## src/rtl/modulo_counter.sv

```systemverilog
// Up/down counter with programmable modulus, wrap or saturate at the
// boundary, clear, clamped parallel load and a one-cycle overflow pulse.
module modulo_counter #(
   parameter int Size     = 5,
   parameter int Limit    = 2**Size-1,
   parameter bit Saturate = 1'b0
) (
   input  logic            clock,
   input  logic            reset,
   input  logic            enable,
   input  logic            up,
   input  logic            clear,
   input  logic            load,
   input  logic [Size-1:0] load_value,
   output logic [Size-1:0] count,
   output logic            terminal,
   output logic            overflow
);

   localparam logic [Size-1:0] Top = Size'(Limit);

   logic [Size-1:0] count_d;
   logic            overflow_d;
   logic [Size-1:0] clamped;
   logic            at_top;
   logic            at_zero;

   assign at_top   = (count == Top);
   assign at_zero  = (count == '0);
   assign clamped  = (load_value > Top) ? Top : load_value;
   assign terminal = up ? at_top : at_zero;

   // Boundary steps compare explicitly; the binary carry never wraps.
   always_comb begin
      count_d    = count;
      overflow_d = 1'b0;
      if (clear) begin
         count_d = '0;
      end else if (load) begin
         count_d = clamped;
      end else if (enable) begin
         if (up) begin
            if (at_top) begin
               overflow_d = 1'b1;
               count_d    = Saturate ? Top : '0;
            end else begin
               count_d = count + 1'b1;
            end
         end else begin
            if (at_zero) begin
               overflow_d = 1'b1;
               count_d    = Saturate ? '0 : Top;
            end else begin
               count_d = count - 1'b1;
            end
         end
      end
   end

   always_ff @(posedge clock) begin
      if (!reset) begin
         count    <= '0;
         overflow <= 1'b0;
      end else begin
         count    <= count_d;
         overflow <= overflow_d;
      end
   end

endmodule

```

## config.mk

```make
export PLATFORM = sky130hd
export DESIGN_NAME = modulo_counter
export DESIGN_NICKNAME = d
export VERILOG_FILES = /design/src/rtl/modulo_counter.sv
export SDC_FILE = /design/constraint.sdc
export NUM_CORES = 1
export LEC_CHECK = 0
export BUFFER_PORTS_ARGS = -buffer_cell sky130_fd_sc_hd__buf_2
export CAP_MARGIN = 25
export CORE_AREA = 5 5 42 44
export DETAILED_ROUTE_END_ITERATION = 10
export DIE_AREA = 0 0 47 49
export GPL_ROUTABILITY_DRIVEN = 1
export PLACE_DENSITY = 0.64
export SYNTH_ARGS = -nofsm -noshare
export SYNTH_HDL_FRONTEND = slang
export SYNTH_SLANG_ARGS = --single-unit
```

## constraint.sdc

```tcl
create_clock -name clock -period 1.4 [get_ports clock]
set_input_delay 0.07 -clock clock [delete_from_list [all_inputs] [get_ports clock]]
set_output_delay 0.07 -clock clock [all_outputs]
set_load 0.005 [all_outputs]
```

---- Word level (Yosys, flattened, before mapping) ----
Index checks and enable logic that the tools add are counted.
cells by class
  $add $sub $neg .......................... 2
  $lt $le $gt $ge ......................... 1
  equal/unequal tests ..................... 1
  muxes and demuxes ....................... 10
  bitwise gates (word level) .............. 2
  reductions and logical operators ........ 4
operator list
  cell                                                                count
  5-bit two-way mux                                                   6
  5-bit by 1-bit adder with 5-bit output, second input constant       1
  5-bit == test, second input constant                                1
  5-bit greater-than comparator, second input constant                1
  5-bit zero test                                                     1
  5-bit by 1-bit subtractor with 5-bit output, second input constant  1
  1-bit two-way mux                                                   4
  4-bit OR reduction                                                  1
  1-bit inverter                                                      2
  2-bit nonzero test                                                  1
  2-bit OR reduction                                                  1
word-level totals
  register bits after elaboration ......... 6
  input port bits ......................... 11
  output and inout port bits .............. 7

---- Depth between registers and ports, before layout ----
  word-level depth ........................ 5
  mapped depth ............................ 7
  depth with buffers taken out ............ 7

---- Worst setup path before layout ----
No wires, ideal clock.
  path type ............................... reg-to-reg
  start ................................... register count[0]
  end ..................................... register count[3]
  library setup time ...................... 0.074 ns
  arrival time ............................ 1.449 ns
  slack ................................... -0.123 ns
  cell stages (with the launch flop) ...... 7
  path buffers ............................ 0
  clock period less this slack ............ 1.523 ns
  path through ............................ dfxtp_1 -> ha_1 -> and3_2 -> ha_1 -> nand3b_1 -> a21o_1 -> a31oi_1
between the ends
  cells in the longest elaborated chain, start to end .. 5
  elaborated cells on any way between the ends .. 9
RTL lines
  item                                                                 RTL line  text
  start: declaration                                                   15        output logic [Size-1:0] count,
  start signal: assignment                                             65        count <= count_d;
  5-bit by 1-bit subtractor with 5-bit output (tied with other cells)  54        count_d = count - 1'b1;
  5-bit two-way mux (on tied branches)                                 50, 43
  5-bit two-way mux *                                                  42        if (up) begin
  5-bit two-way mux *                                                  41        end else if (enable) begin
  5-bit two-way mux *                                                  39        end else if (load) begin
Every way passes the cells marked *; elsewhere a longest branch is shown, timed or not. The select of a mux whose other input is x is not followed.
A chain may end at the register's enable or synchronous reset.

---- Worst setup path after layout ----
  start ................................... register count[0]
  end ..................................... output terminal
between the ends
  cells in the longest elaborated chain, start to end .. 2
  elaborated cells on any way between the ends .. 3
RTL lines
  item                                                     RTL line  text
  5-bit == test / 5-bit zero test (equally long branches)  28, 29
  1-bit two-way mux *                                      31        assign terminal = up ? at_top : at_zero;
  end: declaration                                         16        output logic terminal,
Every way passes the cells marked *; elsewhere a longest branch is shown, timed or not.

==> results.toml <==
[outcome]
outcome = "complete, but fails checks"
violations = "negative setup slack"

[critical_path]
crit_chain = "ha_4, and3_4, ha_4, a21o_1, buf_2"
worst_setup_path_start_kind = "flop"
path_common_cell = "ha_4"
r2r_cells = 6
arrival_ns = 1.42
r2r_setup_slack_ns = -0.01
crit_slowest_cell = "dfxtp_4"
end_kind = "output port"
cpPeakStageDelay_ns = 0.36
crit_type = "reg2out"
timing.rr.end = "count[3]"
r2r-start = "count[0]"
cp.required_ns = 1.33
crit_fanout = 5

[routing]
wl_per_cell_um = 15.8
vias_per_cell = 5.74
drt-total-wl_um = 1810
route.detailed.drc = 0
num_vias = 660
first_iter_violations = 18
ant_nets = 0
first_pass_iters = 4

[global_route]
antenna_found_initial = 0
grt_remaining_overflow = 0
track_usage_pct = 15.8
grt_max_degree = 15
grt_pass1_wl_um = 2730
first_global_vias = 621

[synthesis]
synthesis.nets = 82
ys.warnings.count = 0
syn_inst = 67
syn_area_per_cell_um2 = 7.64
yosysTopAreaCellShare_pct = 23.5
yosysSeqAreaShare_pct = 23.5
synth_area_um2 = 512
synth.distinct_cells = 31
synthTopCellsByArea = "dfxtp_1 23%, ha_1 9.8%, a21oi_1 6.8%"
yosysTopAreaCell = "dfxtp_1"
ys_ff_latch = 6

[clocking]
postCtsHoldBufs = 0
root_buffer = "clkbuf_4"
tritoncts = "done"
cts_max_path_buffers = 2
clock-sinks = 6
cts-htree-levels = 1
clkLatencyLatePin_ns = 0.25
cts-buffers-inserted = 3
clk_pin_slew_worst_paths_ns = 0.05

[floorplan]
core.rowCount = 14
dieArea_mm2 = 0.00230
boundaryPins = 18
initial_core_util_pct = 36.5
core_area_mm2 = 0.00140
die_h_um = 49
die_w_um = 47

[sta]
clock_skew_ns = 0.00136
setup_viol = 4
finalMaxSlewViolations = 0
fin_crit_sh_pct = 107
finalSetupTns_ns = -0.121
rsz0062_at_grt = "yes"
hold_viol_final = 0
tightest_slew_ns = 0.418
timing.fmax_ghz = 0.669
hold_ws_ns = 0.0845
period_minus_slack_ns = 1.49
maxSlewHeadroom_pct = 72.1
worst_slack_ns = -0.0945

[cells_and_area]
layout-drive-gt1-share_pct = 54.5
n_fill_cell = 124
diodes = 0
nNetsFinal = 115
syn_to_final_growth_pct = 69.4

[worst_hold_path]
min_to = "count[0]"
hold_class = "in2reg"
min_path_cells = 3
holdCritStartpoint = "load_value[0]"

[flow_run]
maxCapViolations = 0

[power]
seqPwrFrac_pct = 33.9
p_sw_share_pct = 32.1
internal-power_mw = 0.384
clockPowerShare_pct = 32.1
p_comb_share_pct = 34.0
power_density_mw_per_mm2 = 652
p_sw_mw = 0.181
leakage_nw = 0.377
peakVddDrop_mv = 0.689
p_total_mw = 0.566

[placement]
gp_congestion = 0.830
dpl.hpwl_um = 1190
io_buffer_count = 17
metrics by stage:
step	std cells	worst slack (ns)	area, um2	util [%]
5_1_grt	115	-0.150	867	61.9
2_1_floorplan	67	0.00101	536	-
3_5_place_dp	110	-0.0648	724	51.7
4_1_cts	115	-0.0953	817	58.3
6_report	115	-0.0945	867	61.9
3_3_place_gp	110	-0.0652	724	51.7
critical path, delay by kind of cell (launching register included):
family	cells	cell delay, ns
flops	1	0.36
fa+ha+maj	2	0.33
buf+inv	1	0.12
compound gates	1	0.16
simple gates	1	0.19
logic make-up after synthesis:
group | count (synthesis) | synth area share [%]
simple gates | 27 | 29.8
fa+ha+maj | 4 | 9.78
mux | 1 | 1.96
buf+inv | 7 | 5.62
xor+xnor | 1 | 1.71
compound gates | 21 | 27.6
flops | 6 | 23.5
flip-flops by register name, indices dropped and copies added, names as in the netlist:
signal,count
count,5
overflow,1
cell usage after synthesis:
master	n
a21oi_1	7
nor2_1	7
dfxtp_1	6
nor3_1	5
ha_1	4
inv_1	4
nand2b_1	4
a21o_1	2
and3_1	2
buf_2	2
nor2b_1	2
nor4_1	2
o21ai_0	2
a211o_1	1
a211oi_1	1
a21boi_0	1
a22oi_1	1
a31oi_1	1
and3_2	1
clkbuf_1	1
mux2i_1	1
nand3b_1	1
nand4b_1	1
nor3b_1	1
o2111ai_1	1
o211ai_1	1
o221ai_1	1
o311a_1	1
o311ai_0	1
or4_1	1
xor2_1	1
worst max path at each step:
stage / start / end / slack, ns / cells past startpoint
floorplan: count[1] / count[1] / 0.001 / 7
finish: count[0] / terminal / -0.09 / 5
global placement: count[1] / count[1] / -0.07 / 7
global route: count[0] / terminal / -0.15 / 5
CTS: count[1] / terminal / -0.1 / 5
detailed placement: count[1] / count[1] / -0.06 / 7
layout by cell type (no fill, tap or decap), drive strengths merged, types with 2 or more instances in the layout:
cell type  instances
nor3               5
o21ai              2
ha                 4
and3               3
nor2b              2
inv                4
nor4               2
buf               31
a21o               2
nor2               7
nand2b             4
clkbuf             4
a21oi              7
dfxtp              6
layout make-up:
| cell class | count | area [um2] | share of cell area, % |
|---|---|---|---|
| multi-input cells | 54 | 485 | 56.0 |
| inverters | 4 | 17.5 | 2.02 |
| clock buffers | 4 | 26.3 | 3.03 |
| repair buffers | 31 | 190 | 21.9 |
| well taps | 16 | 20.0 | 2.31 |
| flip-flops and latches | 6 | 128 | 14.7 |
power by group through the flow:
stage                     combinational [mW]  clock, mW  sequential [mW]
after floorplan                       0.0755          0            0.193
after global placement                 0.146          0            0.192
after detailed placement               0.148          0            0.192
after CTS                              0.165      0.188            0.190
after global routing                   0.208      0.213            0.193
final                                  0.192      0.182            0.192
what timing repair did:
item,CTS,global route
gates resized for setup,13,10
pin swaps,9,6
setup buffers,2,0
endpoints found under the setup margin,5,6
layer usage:
layer  vias to the layer above  global-route usage [%]  share of wire (%)  wire length, um
li1                        317                       -                  -                -
met1                       319                    20.4                 41              736
met2                        22                    24.0                 53              954
met3                         2                    6.27                5.6              102
met4                         0                    3.69                1.2               21
met5                         -                       0                  0                0
No activity file was read; power rests on OpenSTA's default activity.
